--- src/rtl/pfc_qenc_pkg.sv ---
// pfc_qenc shared definitions: command bus layout, register map,
// identity constant and the quadrature step decoder.
package pfc_qenc_pkg;

  localparam int CMD_W       = 37;
  localparam int CMD_STB     = 36;
  localparam int CMD_WR      = 35;
  localparam int CMD_ADDR_HI = 34;
  localparam int CMD_ADDR_LO = 32;

  localparam logic [2:0] A_CTRL   = 3'd0;
  localparam logic [2:0] A_STATUS = 3'd1;
  localparam logic [2:0] A_COUNT0 = 3'd2;
  localparam logic [2:0] A_COUNT1 = 3'd3;
  localparam logic [2:0] A_LATCH0 = 3'd4;
  localparam logic [2:0] A_LATCH1 = 3'd5;
  localparam logic [2:0] A_ID     = 3'd6;

  localparam logic [31:0] ID_VALUE = 32'h5145_4E43;

  typedef enum logic [1:0] {
    NONE,
    INC,
    DEC,
    ERR
  } qstep_t;

  // Gray order 00 -> 01 -> 11 -> 10 -> 00 is forward, on {A,B}.
  function automatic qstep_t qdecode(
    input logic [1:0] prev,
    input logic [1:0] cur
  );
    qstep_t s;
    s = NONE;
    unique case ({prev, cur})
      4'b00_01, 4'b01_11,
      4'b11_10, 4'b10_00: s = INC;
      4'b01_00, 4'b11_01,
      4'b10_11, 4'b00_10: s = DEC;
      4'b00_11, 4'b11_00,
      4'b01_10, 4'b10_01: s = ERR;
      default:            s = NONE;
    endcase
    return s;
  endfunction

endpackage

--- src/rtl/pfc_qenc_channel.sv ---
// One quadrature channel: sync, decode, position counter, index latch.
// Ports: clk/rst, en/inv, raw a/b/z, load, count/latch/err/{B,A} out.
module qenc_channel
  import pfc_qenc_pkg::*;
#(
  parameter int W = 32
) (
  input  logic         clk_i,
  input  logic         rst_i,
  input  logic         en_i,
  input  logic         inv_i,
  input  logic         a_i,
  input  logic         b_i,
  input  logic         z_i,
  input  logic         ld_i,
  input  logic [W-1:0] ld_val_i,
  output logic [W-1:0] cnt_o,
  output logic [W-1:0] latch_o,
  output logic         err_o,
  output logic [1:0]   ab_o
);

  // Pipelines hold {z, a, b}.
  logic [2:0]   s1_q;
  logic [2:0]   s2_q;
  logic [2:0]   prev_q;
  logic [W-1:0] cnt_q;
  logic [W-1:0] cnt_d;
  logic [W-1:0] lat_q;
  logic [W-1:0] lat_d;
  qstep_t       step;
  logic         zrise;

  always_ff @(posedge clk_i or posedge rst_i) begin
    if (rst_i) begin
      s1_q   <= '0;
      s2_q   <= '0;
      prev_q <= '0;
      cnt_q  <= '0;
      lat_q  <= '0;
    end else begin
      s1_q   <= {z_i, a_i, b_i};
      s2_q   <= s1_q;
      prev_q <= s2_q;
      cnt_q  <= cnt_d;
      lat_q  <= lat_d;
    end
  end

  // prev tracks even when disabled, so enabling never
  // sees a stale phase and cannot produce a false step.
  always_comb begin
    step  = NONE;
    zrise = 1'b0;
    cnt_d = cnt_q;
    lat_d = lat_q;
    if (en_i) begin
      step  = qdecode(prev_q[1:0], s2_q[1:0]);
      zrise = s2_q[2] & ~prev_q[2];
    end
    if (zrise) begin
      lat_d = cnt_q;
    end
    if (ld_i) begin
      cnt_d = ld_val_i;
    end else begin
      unique case (step)
        INC: cnt_d = inv_i ? cnt_q - W'(1)
                           : cnt_q + W'(1);
        DEC: cnt_d = inv_i ? cnt_q + W'(1)
                           : cnt_q - W'(1);
        default: cnt_d = cnt_q;
      endcase
    end
  end

  assign cnt_o   = cnt_q;
  assign latch_o = lat_q;
  assign err_o   = (step == ERR);
  assign ab_o    = {s2_q[0], s2_q[1]};

endmodule

--- src/rtl/pfc_qenc.sv ---
// Two-channel quadrature encoder on the PFC command/response bus.
// Ports: pfc_clk/reset, 37b cmd in, 32b resp out, qa/qb/qz pins.
module pfc_qenc #(
  parameter int          CNT_W    = 32,
  parameter logic [31:0] ID_VALUE = 32'h5145_4E43
) (
  input  logic        pfc_clk,
  input  logic        pfc_reset,
  input  logic [36:0] pfc_cmd,
  output logic [31:0] pfc_resp,
  input  logic [1:0]  qa,
  input  logic [1:0]  qb,
  input  logic [1:0]  qz
);
  import pfc_qenc_pkg::*;

  logic        stb;
  logic        we;
  logic        re;
  logic [2:0]  addr;
  logic [31:0] wdata;

  logic [1:0]  en_q;
  logic [1:0]  en_d;
  logic [1:0]  inv_q;
  logic [1:0]  inv_d;
  logic [1:0]  err_q;
  logic [1:0]  err_d;
  logic [31:0] resp_q;
  logic [31:0] resp_d;

  logic [1:0]       ld;
  logic [1:0]       err_p;
  logic [CNT_W-1:0] cnt   [2];
  logic [CNT_W-1:0] lat   [2];
  logic [1:0]       ab    [2];

  assign stb   = pfc_cmd[CMD_STB];
  assign we    = stb & pfc_cmd[CMD_WR];
  assign re    = stb & ~pfc_cmd[CMD_WR];
  assign addr  = pfc_cmd[CMD_ADDR_HI:CMD_ADDR_LO];
  assign wdata = pfc_cmd[31:0];

  assign ld[0] = we && (addr == A_COUNT0);
  assign ld[1] = we && (addr == A_COUNT1);

  for (genvar c = 0; c < 2; c++) begin : g_ch
    qenc_channel #(
      .W(CNT_W)
    ) u_ch (
      .clk_i    (pfc_clk),
      .rst_i    (pfc_reset),
      .en_i     (en_q[c]),
      .inv_i    (inv_q[c]),
      .a_i      (qa[c]),
      .b_i      (qb[c]),
      .z_i      (qz[c]),
      .ld_i     (ld[c]),
      .ld_val_i (wdata[CNT_W-1:0]),
      .cnt_o    (cnt[c]),
      .latch_o  (lat[c]),
      .err_o    (err_p[c]),
      .ab_o     (ab[c])
    );
  end

  always_ff @(posedge pfc_clk or posedge pfc_reset) begin
    if (pfc_reset) begin
      en_q   <= '0;
      inv_q  <= '0;
      err_q  <= '0;
      resp_q <= '0;
    end else begin
      en_q   <= en_d;
      inv_q  <= inv_d;
      err_q  <= err_d;
      resp_q <= resp_d;
    end
  end

  always_comb begin
    en_d  = en_q;
    inv_d = inv_q;
    err_d = err_q;
    if (we && (addr == A_CTRL)) begin
      en_d  = wdata[1:0];
      inv_d = wdata[5:4];
    end
    if (we && (addr == A_STATUS)) begin
      err_d = err_q & ~wdata[1:0];
    end
    // A new error outranks a same-cycle clear.
    err_d = err_d | err_p;
  end

  always_comb begin
    resp_d = resp_q;
    if (re) begin
      unique case (addr)
        A_CTRL:   resp_d = {26'd0, inv_q,
                            2'd0, en_q};
        A_STATUS: resp_d = {20'd0, ab[1], ab[0],
                            6'd0, err_q};
        A_COUNT0: resp_d = 32'(cnt[0]);
        A_COUNT1: resp_d = 32'(cnt[1]);
        A_LATCH0: resp_d = 32'(lat[0]);
        A_LATCH1: resp_d = 32'(lat[1]);
        A_ID:     resp_d = ID_VALUE;
        default:  resp_d = '0;
      endcase
    end
  end

  assign pfc_resp = resp_q;

endmodule

--- config.mk ---
export PLATFORM = sky130hd
export DESIGN_NAME = pfc_qenc
export DESIGN_NICKNAME = d
export VERILOG_FILES = /design/src/rtl/pfc_qenc_pkg.sv /design/src/rtl/pfc_qenc_channel.sv /design/src/rtl/pfc_qenc.sv
export SDC_FILE = /design/constraint.sdc
export NUM_CORES = 1
export LEC_CHECK = 0
export BUFFER_PORTS_ARGS = -buffer_cell sky130_fd_sc_hd__buf_2
export CAP_MARGIN = 0
export CORE_AREA = 4 4 156 158
export DETAILED_ROUTE_END_ITERATION = 12
export DIE_AREA = 0 0 160 162
export PLACE_DENSITY = 0.6
export REMOVE_ABC_BUFFERS = 1
export SKIP_CTS_REPAIR_TIMING = 1
export SLEW_MARGIN = 10
export SYNTH_ARGS = -nofsm -noshare
export SYNTH_HDL_FRONTEND = slang
export SYNTH_SLANG_ARGS = --single-unit
--- constraint.sdc ---
create_clock -name pfc_clk -period 18.3 [get_ports pfc_clk]
set_clock_uncertainty 0.2 [all_clocks]
set_input_delay 2.745 -clock pfc_clk [delete_from_list [all_inputs] [get_ports pfc_clk]]
set_output_delay 2.745 -clock pfc_clk [all_outputs]
set_load 0.03 [all_outputs]
==> impl_metrics.csv <==
group,metric,value,unit
cells_and_area,antenna_cells,0,
global_route,grt_max_degree,110,
floorplan,die_w,160,um
yosys,ys_seq_area_frac,0.453,
timing,fin_ws,13.18,ns
worst_hold_path,holdCritPathClass,"reg -> reg",
yosys,synth-main-ff-cell,"dfrtp_1",
floorplan,dieArea,0.0259,sq mm
outcome,status,"finished clean",
global_route,overflow,0,
cts,cts_root_buffer,"clkbuf_16",
timing,finalCritPeriodShare,0.280,
cells_and_area,drive_above_1_share,0.187,
floorplan,ios,77,
critical_path,rr_startpoint,"g_ch[0].u_ch.s2_q[0]",
power_and_ir_drop,power_density,132,mW/mm^2
floorplan,die_h,162,um
routing,vias,8461,
cts,clkSinkCount,184,
routing,first_iter_violations,814,
floorplan,initial_core_util,0.440,
cts,clockBufferDepth,2,
yosys,ys_types,59,
critical_path,worstPathRequired,18.41,ns
cts,cts_buffers,17,
timing,setup_violations,0,
cts,cts.clk_slew.worst_paths,0.08,ns
routing,viasPerCell,6.00,
cells_and_area,syn_to_final_growth,10.9,%
critical_path,crit_type,"in -> reg",
yosys,ys_ff_latch,184,
global_route,use_met2,0.357,
timing,hold_viol_final,0,
global_route,grtUsageMet1,0.328,
cts,cts_tree,"done",
timing,tns,0,ns
floorplan,num_rows,56,
cells_and_area,fin_util,0.488,
yosys,synth_area_per_cell,9.39,sq um
critical_path,cp-startpoint,"pfc_cmd[33]",
worst_hold_path,hp-start,"g_ch[1].u_ch.s1_q[0]",
routing,ant_nets,0,
yosys,async_flop_share,1.00,
floorplan,core,0.0231,sq mm
critical_path,end_kind,"flop",
yosys,synthCells,1084,
yosys,synth-edff-count,0,
cells_and_area,final_cells,1411,
yosys,syn_area,0.0102,sq mm
placed_design,dpl.hpwl,19700,um
global_route,grt_pass1_vias,8235,
placed_design,gp_congestion,0.894,
flow_run,maxCapViolCount,0,
routing,wl_per_cell,20.5,um
yosys,yosys_warnings,0,
critical_path,cp_max_fo,44,
timing,fmax,195,MHz
timing,holdWs,0.150,ns
global_route,top_usage_layer,"met2",
cts,insertion_delay,0.43,ns
global_route,grt_pass1_wl,46800,um
power_and_ir_drop,p_leak,0.00461,uW
global_route,use_met3,0.0363,
timing,relSlewSlack,0.258,
timing,rsz0062_at_grt,"no",
cells_and_area,fin_nets,1161,
placed_design,place_inst,1379,
critical_path,crit_arrival,5.23,ns
routing,wirelength,28900,um
global_route,grt_usage,0.226,
critical_path,worst_setup_path_start_kind,"primary input",
power_and_ir_drop,vdd_drop_max,0.0000595,V
placed_design,dp_slack,12.75,ns
routing,first_pass_iters,5,
timing,fin_crit,5.12,ns
timing,tightest_slew,1.10,ns
placed_design,port_buffers,76,
routing,drcViolationCount,0,
global_route,antenna_found_initial,0,
timing,report.final.slew_viol_count,0,
cts,htreeDepth,4,
cells in the mapped netlist, drive strengths merged, types with 15 or more instances:
master	instances	area share
dfrtp	184	0.45
nand2	103	0.038
nor2	96	0.035
o21ai	79	0.039
a21oi	77	0.038
mux2	72	0.080
clkbuf	71	0.026
xnor2	47	0.040
mux2i	35	0.034
nand4	30	0.018
nor3	25	0.012
inv	21	0.0077
nand3	21	0.010
nor4	19	0.015
xor2	16	0.014
a22oi	15	0.011
path summary, 6_finish.rpt:
check / cells after the start / slack [ns] / endpoint
worst max-delay path: 6 / 13.18 / g_ch[0].u_ch.cnt_o[26]
worst min-delay path: 0 / 0.15 / g_ch[1].u_ch.s2_q[0]
worst min register to register: 0 / 0.15 / g_ch[1].u_ch.s2_q[0]
worst max register to register: 11 / 14.64 / g_ch[0].u_ch.cnt_o[25]
min in group asynchronous: 2 / 2.25 / pfc_resp[0]
max in group asynchronous: 3 / 14.12 / g_ch[1].u_ch.latch_o[13]
area by class of cell:
type | instances | area [sq um]
tap | 290 | 363
clock inverter | 15 | 143
timing repair buffer | 89 | 478
fill | 2217 | 11800
sequential | 184 | 4600
inverter | 21 | 86.3
multi-input combinational | 795 | 5180
clock buffer | 17 | 425
critical path, stage by stage:
cell and delay (ns):
buf_2 0.07, buf_4 0.40, nand2b_1 0.61, nor3_2 0.90
buf_4 0.33, o21ai_0 0.12
registers in the layout, summed over array words and instances, names as in the netlist:
signal             cells
err_q                  2
g_ch.u_ch.latch_o     64
g_ch.u_ch.prev_q       6
g_ch.u_ch.s2_q         6
en_q                   2
inv_q                  2
pfc_resp              32
g_ch.u_ch.cnt_o       64
g_ch.u_ch.s1_q         6
cells in the final DEF, fill, tap and decap left out, types with 6 or more instances in the layout:
master / instances
and3_1: 13
dfrtp_1: 184
nand2b_1: 7
buf_2: 76
nand4_1: 30
xnor2_1: 47
nor2_1: 96
clkinv_4: 6
a221oi_1: 8
a22o_1: 9
a31oi_1: 7
nand2_1: 103
o21ai_0: 78
buf_4: 13
mux2_2: 72
o22ai_1: 14
and4_1: 7
clkbuf_16: 17
xor2_1: 16
a21oi_1: 77
inv_1: 20
a32oi_1: 8
nand3_1: 21
nor4_1: 16
ha_1: 8
nor2b_1: 6
or3_1: 14
and2_1: 7
mux2i_1: 35
nor3_1: 23
a22oi_1: 15
per-stage QoR:
stage               power, uW  cell area, sq um
floorplan                 979              9850
global placement         1120             10700
detailed placement       1130             10700
CTS                      1490             11300
global route             1580             11300
finish                   1490             11300
logic make-up (layout without fill, tap and decap cells):
logic type / Yosys count / count (layout) / share of synthesized area
mux: 107 / 107 / 0.114
buf+inv: 105 / 142 / 0.0397
simple gates: 379 / 379 / 0.189
compound gates: 238 / 238 / 0.140
xor+xnor: 63 / 63 / 0.0542
flops: 184 / 184 / 0.453
fa+ha+maj: 8 / 8 / 0.00984
report_power, final:
group	switching (uW)	internal [uW]
combinational	229	193
clock	180	180
sequential	167	542
routing by layer:
| layer | vias to the layer above | part of all wire |
|---|---|---|
| met4 | 0 | 0.017 |
| met2 | 303 | 0.46 |
| met3 | 34 | 0.063 |
| li1 | 3940 | - |
| met1 | 4184 | 0.46 |
| met5 | - | 0 |
(Power assumes the default switching activity.)
